[config.mk]
export PLATFORM = sky130hd
export DESIGN_NAME = repairmb_responder
export DESIGN_NICKNAME = d
export VERILOG_FILES = /design/src/rtl/repairmb_pkg.sv /design/src/rtl/sb_timeout_counter.sv /design/src/rtl/repairmb_responder.sv
export SDC_FILE = /design/constraint.sdc
export NUM_CORES = 1
export LEC_CHECK = 0
export ABC_AREA = 1
export BUFFER_PORTS_ARGS = -buffer_cell sky130_fd_sc_hd__buf_2
export CORE_ASPECT_RATIO = 0.8
export CORE_MARGIN = 3
export CORE_UTILIZATION = 40
export DETAILED_ROUTE_END_ITERATION = 10
export GPL_ROUTABILITY_DRIVEN = 0
export HOLD_SLACK_MARGIN = 0.02
export PLACE_DENSITY = 0.69
export SLEW_MARGIN = 20
export SYNTH_ARGS = -nofsm -noshare
export SYNTH_HDL_FRONTEND = slang
export SYNTH_SLANG_ARGS = --single-unit
[constraint.sdc]
create_clock -name CLK -period 4.89 [get_ports CLK]
set_clock_uncertainty 0.15 [all_clocks]
set_input_delay 0.489 -clock CLK [delete_from_list [all_inputs] [get_ports CLK]]
set_output_delay 0.489 -clock CLK [all_outputs]
set_load 0.02 [all_outputs]
[src/rtl/repairmb_pkg.sv]
// REPAIRMB sideband message codes, lane-map constants and FSM states shared by
// the REPAIRMB initiator and responder.
package repairmb_pkg;

    localparam int unsigned MSG_W = 4;
    localparam int unsigned MAP_W = 2;

    localparam logic [MSG_W-1:0] MSG_START_REQ          = 4'b0001;
    localparam logic [MSG_W-1:0] MSG_START_RESP         = 4'b0010;
    localparam logic [MSG_W-1:0] MSG_END_REQ            = 4'b0011;
    localparam logic [MSG_W-1:0] MSG_END_RESP           = 4'b0100;
    localparam logic [MSG_W-1:0] MSG_APPLY_DEGRADE_REQ  = 4'b0101;
    localparam logic [MSG_W-1:0] MSG_APPLY_DEGRADE_RESP = 4'b0110;

    localparam logic [MAP_W-1:0] LANES_ALL  = 2'b11;
    localparam logic [MAP_W-1:0] LANES_LOW  = 2'b01;
    localparam logic [MAP_W-1:0] LANES_HIGH = 2'b10;
    localparam logic [MAP_W-1:0] LANES_NONE = 2'b00;

    typedef enum logic [3:0] {
        ST_IDLE,
        ST_WAIT_START,
        ST_BUSY_START,
        ST_SEND_START_RESP,
        ST_WAIT_REQ,
        ST_BUSY_DEGRADE,
        ST_SEND_DEGRADE_RESP,
        ST_BUSY_END,
        ST_SEND_END_RESP,
        ST_DONE,
        ST_ERROR
    } repairmb_state_e;

    // Response code driven while sitting in a SEND state, zero elsewhere.
    function automatic logic [MSG_W-1:0] resp_code(input repairmb_state_e s);
        case (s)
            ST_SEND_START_RESP:   return MSG_START_RESP;
            ST_SEND_DEGRADE_RESP: return MSG_APPLY_DEGRADE_RESP;
            ST_SEND_END_RESP:     return MSG_END_RESP;
            default:              return '0;
        endcase
    endfunction

    // True for states that present a response on the sideband TX port.
    function automatic logic is_send_state(input repairmb_state_e s);
        return (s == ST_SEND_START_RESP) || (s == ST_SEND_DEGRADE_RESP) ||
               (s == ST_SEND_END_RESP);
    endfunction

endpackage

[src/rtl/sb_timeout_counter.sv]
// Idle-cycle watchdog for sideband handshakes: counts while enabled and flags
// the cycle on which TIMEOUT_CYCLES-1 has been reached.
module sb_timeout_counter #(
    parameter int unsigned TIMEOUT_CYCLES = 800000
) (
    input  logic CLK,
    input  logic rst_n,
    input  logic clear,
    input  logic count_en,
    output logic expired
);

    localparam int unsigned CNT_W = (TIMEOUT_CYCLES > 2) ? $clog2(TIMEOUT_CYCLES) : 1;
    localparam logic [CNT_W-1:0] CNT_LAST = CNT_W'(TIMEOUT_CYCLES - 1);

    logic [CNT_W-1:0] cnt;

    // Count idle cycles, saturating at the last value until cleared.
    always_ff @(posedge CLK) begin
        if (!rst_n) begin
            cnt <= '0;
        end else if (clear) begin
            cnt <= '0;
        end else if (count_en && (cnt != CNT_LAST)) begin
            cnt <= cnt + CNT_W'(1);
        end
    end

    assign expired = count_en && (cnt == CNT_LAST);

endmodule

[src/rtl/repairmb_responder.sv]
// Partner-facing side of the MBINIT.REPAIRMB handshake: answers start,
// apply_degrade and end requests and tracks the partner's degrade lane map.
module repairmb_responder
    import repairmb_pkg::*;
#(
    parameter int unsigned TIMEOUT_CYCLES = 800000
) (
    input  logic             CLK,
    input  logic             rst_n,
    input  logic             MBINIT_REVERSALMB_end,
    input  logic [MSG_W-1:0] i_RX_SbMessage,
    input  logic             i_msg_valid,
    input  logic [2:0]       i_msg_info,
    input  logic             i_Busy_SideBand,
    input  logic             i_falling_edge_busy,
    output logic [MSG_W-1:0] o_TX_SbMessage,
    output logic             o_ValidOutDatat_REPAIRMB_responder,
    output logic             o_Start_Repeater,
    output logic             o_apply_repeater,
    output logic [MAP_W-1:0] o_Partner_Functional_Lanes,
    output logic             o_REPAIRMB_responder_end,
    output logic             o_error
);

    repairmb_state_e  state;
    repairmb_state_e  ns;
    logic [MAP_W-1:0] rx_map_c;
    logic             deg_accept_c;
    logic             end_accept_c;
    logic             send_done_c;
    logic             timeout_hit_c;
    logic             tmo_clear_c;
    logic             tmo_count_en_c;
    logic             tmo_expired;
    logic             unused_info_c;

    assign rx_map_c      = i_msg_info[MAP_W-1:0];
    assign unused_info_c = i_msg_info[2];

    // Watchdog for the two states that wait on the partner.
    sb_timeout_counter #(
        .TIMEOUT_CYCLES(TIMEOUT_CYCLES)
    ) u_timeout (
        .CLK      (CLK),
        .rst_n    (rst_n),
        .clear    (tmo_clear_c),
        .count_en (tmo_count_en_c),
        .expired  (tmo_expired)
    );

    // State register.
    always_ff @(posedge CLK) begin
        if (!rst_n) begin
            state <= ST_IDLE;
        end else begin
            state <= ns;
        end
    end

    // Next-state decode plus the qualifiers consumed by the output registers.
    always_comb begin
        ns             = state;
        deg_accept_c   = 1'b0;
        end_accept_c   = 1'b0;
        send_done_c    = i_falling_edge_busy && !i_Busy_SideBand;
        // A valid (even ignored) message restarts the idle window, so it never times out.
        timeout_hit_c  = tmo_expired && !i_msg_valid;
        tmo_count_en_c = (state == ST_WAIT_START) || (state == ST_WAIT_REQ);

        if (!MBINIT_REVERSALMB_end) begin
            ns = ST_IDLE;
        end else begin
            case (state)
                ST_IDLE: ns = ST_WAIT_START;
                ST_WAIT_START: begin
                    if (i_msg_valid && (i_RX_SbMessage == MSG_START_REQ)) begin
                        ns = ST_BUSY_START;
                    end else if (timeout_hit_c) begin
                        ns = ST_ERROR;
                    end
                end
                ST_BUSY_START:   if (!i_Busy_SideBand) ns = ST_SEND_START_RESP;
                ST_BUSY_DEGRADE: if (!i_Busy_SideBand) ns = ST_SEND_DEGRADE_RESP;
                ST_BUSY_END:     if (!i_Busy_SideBand) ns = ST_SEND_END_RESP;
                ST_SEND_START_RESP:   if (send_done_c) ns = ST_WAIT_REQ;
                ST_SEND_DEGRADE_RESP: if (send_done_c) ns = ST_WAIT_REQ;
                ST_SEND_END_RESP:     if (send_done_c) ns = ST_DONE;
                ST_WAIT_REQ: begin
                    if (i_msg_valid && (i_RX_SbMessage == MSG_APPLY_DEGRADE_REQ)) begin
                        if (rx_map_c == LANES_NONE) begin
                            ns = ST_ERROR;
                        end else begin
                            ns           = ST_BUSY_DEGRADE;
                            deg_accept_c = 1'b1;
                        end
                    end else if (i_msg_valid && (i_RX_SbMessage == MSG_END_REQ)) begin
                        ns           = ST_BUSY_END;
                        end_accept_c = 1'b1;
                    end else if (timeout_hit_c) begin
                        ns = ST_ERROR;
                    end
                end
                ST_DONE:  ns = ST_DONE;
                ST_ERROR: ns = ST_ERROR;
                default:  ns = ST_IDLE;
            endcase
        end

        tmo_clear_c = (ns != state) || i_msg_valid;
    end

    // Registered outputs decoded from the next state; lane map and repeater flags held.
    always_ff @(posedge CLK) begin
        if (!rst_n) begin
            o_TX_SbMessage                     <= '0;
            o_ValidOutDatat_REPAIRMB_responder <= 1'b0;
            o_Start_Repeater                   <= 1'b0;
            o_apply_repeater                   <= 1'b0;
            o_Partner_Functional_Lanes         <= LANES_ALL;
            o_REPAIRMB_responder_end           <= 1'b0;
            o_error                            <= 1'b0;
        end else begin
            o_TX_SbMessage                     <= resp_code(ns);
            o_ValidOutDatat_REPAIRMB_responder <= is_send_state(ns);
            o_REPAIRMB_responder_end           <= (ns == ST_DONE);
            o_error                            <= (ns == ST_ERROR);
            o_Start_Repeater                   <= deg_accept_c && (rx_map_c != LANES_ALL);

            if (!MBINIT_REVERSALMB_end) begin
                o_Partner_Functional_Lanes <= LANES_ALL;
                o_apply_repeater           <= 1'b0;
            end else if (deg_accept_c) begin
                o_Partner_Functional_Lanes <= rx_map_c;
                o_apply_repeater           <= (rx_map_c != LANES_ALL);
            end else if (end_accept_c) begin
                o_apply_repeater <= 1'b0;
            end
        end
    end

endmodule

Word-level counts from Yosys, hierarchy flattened
Index checks and enable logic that the tools add are counted.
{"block": "word_totals", "out_inout_bits": 11, "in_bits": 13, "word_cells": 76, "regBits": 35}
{"block": "classes", "n_bitwise": 1, "reduce_logical": 20, "eq_ne": 22, "addsub": 1, "mux": 23}
{"operator": "$mux W4", "n": 11}
{"operator": "$pmux W4 S10", "n": 1}
{"operator": "$eq A4 B3 Y1 const B", "n": 6}
{"operator": "$eq A4 B4 Y1 const B", "n": 6}
{"operator": "$add A20 B1 Y20 const B", "n": 1}
{"operator": "$eq A20 B20 Y1 const B", "n": 1}
{"operator": "$ne A20 B20 Y1 const B", "n": 1}
{"operator": "$eq A4 B2 Y1 const B", "n": 4}
{"operator": "$mux W1", "n": 10}
{"operator": "$pmux W3 S3", "n": 1}
{"operator": "$eq A4 B1 Y1 const B", "n": 2}
{"operator": "$logic_and A1 B1 Y1", "n": 8}
{"operator": "$logic_not A4 Y1", "n": 1}
{"operator": "$logic_or A1 B1 Y1", "n": 4}
{"operator": "$ne A4 B4 Y1", "n": 1}
{"operator": "$reduce_or A2 Y1", "n": 2}
{"operator": "$logic_not A1 Y1", "n": 2}
{"operator": "$logic_not A2 Y1", "n": 1}
{"operator": "$ne A2 B2 Y1 const B", "n": 1}
{"operator": "$reduce_and A2 Y1", "n": 1}
{"operator": "$reduce_bool A2 Y1", "n": 1}
{"operator": "$not A1 Y1", "n": 1}

Logic depth before layout (Yosys ltp)
Gate-level depths: netlist of the first run.
{"block": "logic_depth", "ltp_word": 12, "ltp_mapped": 18, "depth_no_buf": 16}

Cells and area by module
A second synthesis of the first run with hierarchy kept.
{"block": "unflattened", "hier_cells": 392, "area_unflattened_um2": 2283.4}
{"mod": "sb_timeout_counter", "area_each_um2": 1357.6, "cells_per_inst": 225, "seq_area_each_um2": 400.4, "n_inst": 1}
{"mod": "repairmb_responder", "area_each_um2": 925.9, "cells_per_inst": 167, "seq_area_each_um2": 260.2, "n_inst": 1}

Least setup slack after synthesis of the first run
Ideal clock, no wire load.
{"block": "synth_timing", "path_kind": "register -> register", "from": "register u_timeout.cnt[0]", "to": "register u_timeout.cnt[0]", "path_slack_ns": 2.897, "arrival_ns": 1.727, "synth_period_minus_slack_ns": 1.993, "path_stages_with_launch": 18, "n_path_buf": 1, "cell_sequence": "dfxtp_1 ha_1 nand2_1 nor2_1 nand3b_1 nor2_4 nand2_2 nand2_2 nand2_1 nand2_1 nand2_2 nand2_1 nand2_1 nand2_1 nor2_2 nand3_2 buf_6 nor2_2"}
{"block": "synth_between", "elab_chain_len": 11}
{"item": "start: declaration", "line_no": "sb_timeout_counter.sv:16", "source": "logic [CNT_W-1:0] cnt;"}
{"item": "start signal: assignment", "line_no": "sb_timeout_counter.sv:25", "source": "cnt <= cnt + CNT_W'(1);"}
{"item": "$eq A20 B20 Y1", "line_no": "sb_timeout_counter.sv:29", "source": "assign expired = count_en && (cnt == CNT_LAST);"}
{"item": "$logic_and A1 B1 Y1", "line_no": "sb_timeout_counter.sv:29"}
{"item": "$logic_and A1 B1 Y1", "line_no": "repairmb_responder.sv:67", "source": "timeout_hit_c = tmo_expired && !i_msg_valid;"}
{"item": "$mux W4", "line_no": "repairmb_responder.sv:78, repairmb_responder.sv:99"}
{"item": "$mux W4", "line_no": "repairmb_responder.sv:96", "source": "end else if (i_msg_valid && (i_RX_SbMessage == MSG_END_REQ)) begin"}
{"item": "$mux W4", "line_no": "repairmb_responder.sv:89", "source": "if (i_msg_valid && (i_RX_SbMessage == MSG_APPLY_DEGRADE_REQ)) begin"}
{"item": "$pmux W4 S10", "line_no": "repairmb_responder.sv:73", "source": "case (state)"}
{"item": "$mux W4", "line_no": "repairmb_responder.sv:70", "source": "if (!MBINIT_REVERSALMB_end) begin"}
{"item": "$ne A4 B4 Y1", "line_no": "repairmb_responder.sv:109", "source": "tmo_clear_c = (ns != state) || i_msg_valid;"}
{"item": "$logic_or A1 B1 Y1", "line_no": "repairmb_responder.sv:109"}
{"item": "$reduce_or A2 Y1 (no line)"}
Several ways; a longest one is shown, not always the timed one.
A chain may end at the register's enable or synchronous reset.

Worst setup path after layout of the first run
{"block": "layout_timing", "from": "register u_timeout.cnt[0]", "to": "register u_timeout.cnt[17]"}
The elaborated chain is that of the path after synthesis.

==> results of run 1 <==
## final cells by class
cell class | count | area (um^2)
fillers | 496 | 2520
well taps | 60 | 75.1
repair buffers | 20 | 100
inverters | 44 | 168
clock buffers | 8 | 80.1
flip-flops and latches | 33 | 661
multi-input cells | 204 | 1160
## routing by layer
layer / wire length (um) / track usage, % / part of all wire [%]
met1: 2090 / 18.8 / 53
met2: 1670 / 21.2 / 42
met3: 159 / 3.54 / 4.0
met4: 59 / 5.71 / 1.5
met5: 0 / 0 / 0
## placed cells by master (no fill, tap or decap)
cell,Yosys,layout
o21ai_0,8,8
nand3b_1,4,4
nor2_8,2,2
nor3_4,1,1
o211ai_1,3,3
nand2_2,9,9
nand4_2,1,1
nor2_4,5,5
nand4_1,7,7
a21oi_1,1,1
nand2_1,61,61
inv_2,4,4
nor3_1,6,6
nand2_4,1,1
clkbuf_8,1,5
xnor2_1,5,5
o21ai_1,1,1
nand3_4,1,1
xor2_1,11,11
nand3_2,2,2
nor2_2,21,21
mux2i_1,1,1
buf_2,0,20
ha_1,1,1
nor4_1,1,1
o311ai_0,1,1
inv_4,1,1
nor2_1,30,30
conb_1,1,2
o2111ai_1,2,2
clkbuf_1,0,3
inv_1,39,39
dfxtp_1,33,33
nand3_1,16,16
## synth_stat cells (3+ instances only)
| cell | number |
|---|---|
| xnor2_1 | 5 |
| inv_2 | 4 |
| nor2_2 | 21 |
| nor2_4 | 5 |
| nor3_1 | 6 |
| inv_1 | 39 |
| nand4_1 | 7 |
| xor2_1 | 11 |
| nor2_1 | 30 |
| o21ai_0 | 8 |
| nand3_1 | 16 |
| dfxtp_1 | 33 |
| buf_6 | 4 |
| o211ai_1 | 3 |
| nand2_1 | 61 |
| nand3b_1 | 4 |
| nand2_2 | 9 |
## how the worst max path moves through the flow
stage                            from           endpoint
floorplan            u_timeout.cnt[0]   u_timeout.cnt[0]
global placement    i_RX_SbMessage[1]   u_timeout.cnt[9]
detailed placement  i_RX_SbMessage[1]  u_timeout.cnt[17]
CTS                  u_timeout.cnt[0]  u_timeout.cnt[17]
global route         u_timeout.cnt[0]   u_timeout.cnt[6]
finish               u_timeout.cnt[0]  u_timeout.cnt[17]
## report_power, final
group / leakage, nW / switching [mW] / internal [mW]
logic: 0.642 / 0.0250 / 0.0110
clock network: 0.0395 / 0.0933 / 0.101
registers: 0.266 / 0.00158 / 0.270
total: 0.947 / 0.120 / 0.382
## worst register-to-register path: stages (launching register included)
cell,delay [ns]
dfxtp_1,0.37
ha_1,0.20
nand2_1,0.08
nor2_1,0.14
nand3b_1,0.13
nor2_4,0.17
nand2_2,0.10
nand2_2,0.08
nand2_1,0.07
nand2_2,0.09
nand2_2,0.07
nand2_2,0.09
nand2_1,0.05
nand2_1,0.07
nand3_2,0.50
nor2_2,0.24
## flip-flops by register name (all words and copies together) (netlist names)
register,cells
u_timeout.cnt,20
state,4
o_Partner_Functional_Lanes,2
o_TX_SbMessage,2
o_REPAIRMB_responder_end,1
o_Start_Repeater,1
o_ValidOutDatat_REPAIRMB_responder,1
o_apply_repeater,1
o_error,1
## cell families (layout without fill, tap and decap cells)
logic type | after synthesis | count (layout) | share of synthesized area (%)
AOI/OAI and AO/OA | 16 | 16 | 4.80
xor gates and xnor gates | 16 | 16 | 6.80
adders and majority gates | 1 | 1 | 0.607
buffers and inverters | 51 | 72 | 11.7
DFF | 33 | 33 | 32.1
muxes | 1 | 1 | 0.486
other | 1 | 2 | 0.182
and+or+nand+nor | 168 | 168 | 43.4
## metrics by stage
| step | area (um^2) | setup slack [ns] | instances |
|---|---|---|---|
| after floorplan | 2060 | 2.90 | 288 |
| after global placement | 2170 | 2.21 | 361 |
| after detailed placement | 2170 | 2.16 | 361 |
| after CTS | 2250 | 2.19 | 369 |
| after global routing | 2250 | 1.86 | 369 |
| final | 2250 | 2.22 | 369 |
==> flow_summary.ini, run 1 <==
[global_route]
grt_pass1_vias = 1595
grt_max_degree = 21
grt_antenna_before_repair = 0
grt_first_pass_wirelength_um = 6890
overflow = 0
grtUsageTotal_pct = 14.0

[outcome]
status = completed

[routing]
wl_per_cell_um = 10.8
drc = 0
drtPass1Iterations = 4
drt-initial-drc-count = 85
num_vias = 1729
vias_per_cell = 4.69
antenna_left = 0
wl_um = 3980

[synth]
ys_ff_latch = 33
synthFlopType = dfxtp_1
ys_types = 34
synthTopCellsByArea = dfxtp_1 32%, nand2_1 11%, inv_1 7.1%, nor2_2 6.4%, nor2_1 5.5%
synth_top_area_share_pct = 32.1
async_flop_share_pct = 0
synth_warnings = 0
synth_edf_count = 0
netlist_instances = 287
yosysTopAreaCell = dfxtp_1
syn_area_per_cell_um2 = 7.18
ys_seq_area_share_pct = 32.1
netlist_area_um2 = 2060

[critical_path]
reg2reg_depth = 15
rr_startpoint = u_timeout.cnt[0]
crit_fanout = 20
crit_arrival_ns = 2.73
critical_path_required_ns = 4.95
cpMostUsedCell = nand2_2
path_buf_inv = 0
critPathSlowestCell = nand3_2
critPathMaxStageDelay_ns = 0.50
startpoint_type = register
cp-end-kind = register
crit_family = simple AND/OR/NAND/NOR gates
path_depth = 15
crit_chain = ha_1, nand2_1, nor2_1, nand3b_1, nor2_4, nand2_2, nand2_2, nand2_1, nand2_2, nand2_2, nand2_2, nand2_1, nand2_1, nand3_2, nor2_2
worst_r2r_endpoint = u_timeout.cnt[17]
reg2reg_slack_ns = 2.22
crit_type = register to register

[clock_network]
cts_buffer_depth = 2
cts.sinks = 33
hold_buffers = 0
cts_resized = 0
root_buffer = clkbuf_8
cts.htree.levels = 2
clkTransAtPathRegs_ns = 0.07
cts_tree = yes
clk_latency_ns = 0.28
cts_buffers = 5
postCtsSetupBuffers = 0

[die]
die_x_um = 86.3
ios = 24
floorplan.initialDensity_pct = 43.3
die_area_um2 = 6050
rows = 22
core_um2 = 4760
dieHeight_um = 70.2

[min_path]
min_to = o_Partner_Functional_Lanes[0]
hold_path_depth = 2
hold_path_class = register to register
hold_start = o_Partner_Functional_Lanes[0]

[timing]
rsz0062_at_grt = no
slew-limit-headroom_pct = 57.7
min_period_ns = 2.67
fmax_ghz = 0.374
timing.setup.tns_ns = 0
tightest_slew_ns = 0.633
maxSlewViolCount = 0
finalCritPeriodShare_pct = 54.6
holdWs_ns = 0.320
finalSetupViolCount = 0
timing_hold_violations_final = 0

[power]
power.leakage_nw = 0.947
vdd_drop_max_v = 0.000179
power_mw = 0.501
p_per_area_nw_per_um2 = 223

[layout]
final_nets = 322
area_growth_pct = 8.99
diodes = 0
drive_gt1_share_pct = 23.6
final_util_pct = 47.2

[job]
drv_cap = 0

[place]
dp_hpwl_um = 3010
portBuffers = 20
No activity file was read; power rests on OpenSTA's default activity.
==> run 2, diff against run 1 <==
- ABC_AREA: 1 -> 0
- clock period: 4.89 -> 2.7 ns (I/O delays scaled with it)
==> run 2 against run 1 <==
Sequential power grew 81%. Power grew 97%. Register-to-register slack lost 2.0 ns. Final area grew 7.9%. Hold slack lost 0.27 ns. Global-route usage grew 1.1 points. Via count grew 3.8%. Setup slack lost 2.0 ns. Combinational power grew 130%. Largest cell class unchanged. Largest power group unchanged.
==> flow_summary.ini, run 2 <==
[clock_network]
root_buffer = clkbuf_8
clk_latency_ns = 0.29
clkTransAtPathRegs_ns = 0.07
cts_buffers = 5
cts_buffer_depth = 2
cts.htree.levels = 2
cts_tree = yes
cts.sinks = 33
postCtsSetupBuffers = 0

[timing]
slew-limit-headroom_pct = 59.7
fmax_ghz = 0.398
finalSetupViolCount = 0
tightest_slew_ns = 0.604
finalCritPeriodShare_pct = 93.0
maxSlewViolCount = 0
rsz0062_at_grt = no
timing_hold_violations_final = 0
timing.final.ws_setup_ns = 0.188
min_period_ns = 2.51
timing.setup.tns_ns = 0

[min_path]
hold_start = MBINIT_REVERSALMB_end
hold_path_depth = 2
min_to = o_Partner_Functional_Lanes[1]
hold_path_class = input pin to register

[die]
die_area_um2 = 6280
floorplan.initialDensity_pct = 42.1
die_x_um = 87.8
rows = 23
dieHeight_um = 71.5
core_um2 = 5090
ios = 24

[critical_path]
crit_family = simple AND/OR/NAND/NOR gates
startpoint_type = register
critPathMaxStageDelay_ns = 0.42
path_depth = 9
critical_path_required_ns = 2.72
worst_r2r_endpoint = u_timeout.cnt[6]
reg2reg_depth = 9
crit_chain = buf_4, nor4b_2, and2_1, a21oi_2, o21a_1, o311a_1, nand2_1, buf_4, nor4b_2
crit_arrival_ns = 2.53
critPathSlowestCell = nor4b_2
cp-end-kind = register
reg2reg_slack_ns = 0.19
rr_startpoint = state[0]
path_buf_inv = 2
crit_fanout = 19
crit_type = register to register

[power]
vdd_drop_max_v = 0.000209
p_per_area_nw_per_um2 = 407
power.leakage_nw = 0.852

[global_route]
grtUsageTotal_pct = 15.1
grt_first_pass_wirelength_um = 7460
overflow = 0
grt_antenna_before_repair = 0
grt_max_degree = 21
grt_pass1_vias = 1576

[synth]
netlist_area_um2 = 2140
ys_ff_latch = 33
syn_area_per_cell_um2 = 9.08
yosys.area_share.simple_pct = 39.6
synth_warnings = 0
synth_top_area_share_pct = 30.8
synthFlopType = dfxtp_1
async_flop_share_pct = 0
synth_mux_area_share_pct = 1.46
synth_edf_count = 0
ys_seq_area_share_pct = 30.8
netlist_instances = 236
synth_compound_area_share_pct = 12.6
synth_common_cells = 33 x dfxtp_1, 23 x nor2_1, 21 x nand2_1
ys_types = 58
synth.most_common_cell = dfxtp_1
synthTopCellsByArea = dfxtp_1 31%, nor4b_2 14%, xnor2_1 5.7%, nor2_1 4.0%, nand2_1 3.7%
synth_adder_area_share_pct = 0.584
synth_top_family_by_area = simple AND/OR/NAND/NOR gates
yosysTopAreaCell = dfxtp_1
synth_xor_area_share_pct = 9.40

[routing]
wl_per_cell_um = 13.8
antenna_left = 0
drc = 0
num_vias = 1795
wl_um = 4440
drtPass1Iterations = 4
vias_per_cell = 5.56
drt-initial-drc-count = 124

[layout]
final_nets = 274
diodes = 0
final_common_cell = dfxtp_1
largest_register_ffs = 20
fillers = 498
area_growth_pct = 13.1
drive_gt1_share_pct = 26.1
largest_register = u_timeout.cnt
most-common-layout-cells = 33 x dfxtp_1, 23 x nor2_1, 21 x nand2_1, 20 x nor4b_2, 20 x buf_2
largestRegisters = u_timeout.cnt x20, state x4

[place]
portBuffers = 20
dp_hpwl_um = 3170
dp_slack_ns = 0.155

[job]
drv_cap = 0

[outcome]
status = completed
run 2: repair_timing:
item / CTS / global route
hold endpoints to repair: 0 / 0
setup endpoints to repair: 0 / 5
hold buffers: 0 / 0
gates resized for setup: 0 / 1
run 2: metrics by stage:
step	utilization, %	hold slack [ns]	instances	cell area (um^2)	total power [mW]
2_1_floorplan	-	0.194	237	2150	0.556
3_3_place_gp	45.5	0.310	315	2320	0.583
3_5_place_dp	45.5	0.312	315	2320	0.584
4_1_cts	47.5	0.0435	323	2420	1.00
5_1_grt	47.6	0.0529	323	2420	1.03
6_report	47.6	0.0552	323	2420	0.987
run 2: report_power, final:
part	internal (mW)	switching, mW	total, mW
Combinational	0.0317	0.0519	0.0837
Clock	0.230	0.182	0.413
Sequential	0.488	0.00221	0.490
Total	0.750	0.237	0.987
run 2: layout make-up:
class / count / area, um^2 / share of cell area, %
Multi-Input combinational cell: 184 / 1380 / 56.8
Sequential cell: 33 / 661 / 27.3
Timing Repair Buffer: 29 / 180 / 7.43
Clock buffer: 7 / 96.3 / 3.98
Tap cell: 62 / 77.6 / 3.20
Inverter: 7 / 26.3 / 1.08
Clock inverter: 1 / 5.00 / 0.207
run 2: worst max path at each step:
stage / startpoint / to
after global routing: u_timeout.cnt[1] / u_timeout.cnt[5]
final: state[0] / u_timeout.cnt[6]
after global placement: i_msg_valid / u_timeout.cnt[13]
after CTS: state[3] / u_timeout.cnt[17]
after detailed placement: i_msg_valid / u_timeout.cnt[17]
after floorplan: state[1] / u_timeout.cnt[0]
run 2: routing by layer:
layer | part of all wire (%) | global-route usage [%] | vias to the layer above
met5 | 0 | 0 | -
met4 | 0.68 | 4.09 | 0
met2 | 41 | 20.3 | 48
met1 | 52 | 22.3 | 840
li1 | - | - | 904
met3 | 6.2 | 5.63 | 3
run 2: cell families (layout without fill, tap and decap cells):
family	Yosys count	after routing
AOI/OAI and AO/OA	36	36
xor gates and xnor gates	23	23
adders and majority gates	1	1
buffers and inverters	20	44
DFF	33	33
muxes	3	3
other	1	2
and+or+nand+nor	119	119
run 2: worst register-to-register path, cell delays in order (launching register included):
cell	delay, ns
dfxtp_1	0.38
buf_4	0.19
nor4b_2	0.42
and2_1	0.22
a21oi_2	0.09
o21a_1	0.15
o311a_1	0.31
nand2_1	0.06
buf_4	0.31
nor4b_2	0.11
==> run 3, diff against run 2 <==
- CELL_PAD_IN_SITES_DETAIL_PLACEMENT: default -> 0
- CELL_PAD_IN_SITES_GLOBAL_PLACEMENT: default -> 1
- PLACE_DENSITY: 0.69 -> 0.83
==> run 3 against run 2 <==
Final cell count rose by 0.31%. Sequential share of layout area down 0.50 points. Via count increased by 0.56%. Sequential cell count unchanged. Hold slack improved by 0.00085 ns. Wire length increased by 1.4%. Core utilization increased by 0.98 points. Power is 14% higher. Combinational power about the same. Maximum frequency is 0.76% higher. Register-to-register slack improved by 0.02 ns. Critical path depth decreased by 2. Critical path type unchanged.
==> flow_summary.ini, run 3 (synthesis results as in run 2) <==
[outcome]
status = completed

[layout]
largest_register = u_timeout.cnt
design_area_um2 = 2470
final_common_cell = dfxtp_1
diodes = 0
area_growth_pct = 15.4
largestRegisters = u_timeout.cnt x20, state x4
largest_register_ffs = 20
final_nets = 275
fin_cells = 324
most-common-layout-cells = 32 x dfxtp_1, 23 x nor2_1, 21 x nand2_1, 20 x buf_2, 19 x nor4b_2
drive_gt1_share_pct = 26.7

[global_route]
overflow = 0
grt_max_degree = 21
grt_pass1_vias = 1551
grtUsageTotal_pct = 15.0
grt_antenna_before_repair = 0
grt_first_pass_wirelength_um = 7500

[critical_path]
critPathSlowestCell = dfxtp_1
reg2reg_depth = 7
crit_type = register to register
startpoint_type = register
critical_path_required_ns = 2.71
crit_arrival_ns = 2.51
rr_startpoint = state[3]
reg2reg_slack_ns = 0.21
worst_r2r_endpoint = u_timeout.cnt[7]
crit_fanout = 20
critPathMaxStageDelay_ns = 0.48
cp-end-kind = register
crit_chain = or3_4, nor4_4, nor3_4, or3_1, o211ai_2, buf_12, nor4b_2

[routing]
drc = 0
antenna_left = 0
drtPass1Iterations = 4
wl_per_cell_um = 13.9
num_vias = 1805
drt-initial-drc-count = 144
vias_per_cell = 5.57
wl_um = 4510

[die]
core_um2 = 5090
die_area_um2 = 6280
floorplan.initialDensity_pct = 42.1
rows = 23
ios = 24
dieHeight_um = 71.5
die_x_um = 87.8

[clock_network]
root_buffer = clkbuf_8
clk_latency_ns = 0.29
cts_resized = 0
cts_buffer_depth = 2
cts.sinks = 33
cts_buffers = 5
cts.htree.levels = 2
hold_buffers = 0
cts_tree = yes
postCtsSetupBuffers = 0
clkTransAtPathRegs_ns = 0.07

[power]
pwr-share-seq_pct = 43.5
p_clk_share_pct = 49.1
power_switching_mw = 0.243
p_per_area_nw_per_um2 = 456
intPower_mw = 0.886
power.leakage_nw = 0.872
vdd_drop_max_v = 0.000210
switching_share_pct = 21.5
share_comb_of_total_power_pct = 7.4

[min_path]
min_to = o_Partner_Functional_Lanes[0]
hold_path_class = input pin to register
hold_start = MBINIT_REVERSALMB_end
hold_path_depth = 2

[timing]
maxSlewViolCount = 0
finalCritPeriodShare_pct = 92.3
min_period_ns = 2.49
finalSetupViolCount = 0
tightest_slew_ns = 0.546
rsz0062_at_grt = no
timing.setup.tns_ns = 0
slew-limit-headroom_pct = 63.6
fmax_ghz = 0.401
timing.final.ws_setup_ns = 0.207
timing_hold_violations_final = 0

[place]
dp_slack_ns = 0.162
portBuffers = 20
placed_cells = 316
dp_hpwl_um = 3200
place_area_um2 = 2320

[job]
drv_cap = 0
[run 3: cell types whose count changed in the layout (fill, tap and decap cells not counted), sizes merged]
| cell | before | now |
|---|---|---|
| clkbuf | 7 | 5 |
| bufinv | 0 | 2 |
| buf | 29 | 30 |
[run 3: through the flow]
stage / hold WS (ns) / utilization [%] / power, mW
after global routing: 0.0633 / 48.6 / 1.17
after detailed placement: 0.311 / 45.6 / 0.584
final: 0.0560 / 48.6 / 1.13
after global placement: 0.307 / 45.6 / 0.584
after CTS: 0.0450 / 48.2 / 1.14
after floorplan: 0.194 / - / 0.556
[run 3: power groups by stage]
stage               clock (mW)  sequential, mW  combinational, mW
finish                   0.554           0.491             0.0838
detailed placement           0           0.502             0.0829
global placement             0           0.501             0.0828
global route             0.586           0.491             0.0914
CTS                      0.567           0.490             0.0832
floorplan                    0           0.501             0.0557
[run 3: cell type report]
type | instances | area [um^2]
fillers | 488 | 2620
multi-input cells | 184 | 1390
flip-flops and latches | 33 | 662
repair buffers | 30 | 188
well taps | 62 | 77.6
clock buffers | 5 | 68.8
clock inverters | 3 | 65.1
inverters | 7 | 26.3
[run 3: metal layers]
metal  vias to the layer above  routed length [um]  track usage, %
met3                         7                 190            3.91
li1                        917                   -               -
met2                        34                1820            20.1
met1                       847                2430            23.2
met4                         0                  63            4.60
met5                         -                   0               0
[run 3: critical path: cells and delay by family, from the launching register on]
family | cells | cell delay (ns)
AND/OR/NAND/NOR | 5 | 1.41
flip-flops | 1 | 0.48
buffers and inverters | 1 | 0.21
AO/OA/AOI/OAI | 1 | 0.10
[run 3: how the worst max path moves through the flow]
| stage | cells past startpoint | endpoint | startpoint |
|---|---|---|---|
| 4_1_cts | 8 | u_timeout.cnt[7] | state[3] |
| 2_1_floorplan | 9 | u_timeout.cnt[0] | state[1] |
| 5_1_grt | 8 | o_ValidOutDatat_REPAIRMB_responder | state[2] |
| 6_report | 7 | u_timeout.cnt[7] | state[3] |
| 3_3_place_gp | 9 | u_timeout.cnt[1] | i_msg_valid |
| 3_5_place_dp | 8 | u_timeout.cnt[7] | state[3] |
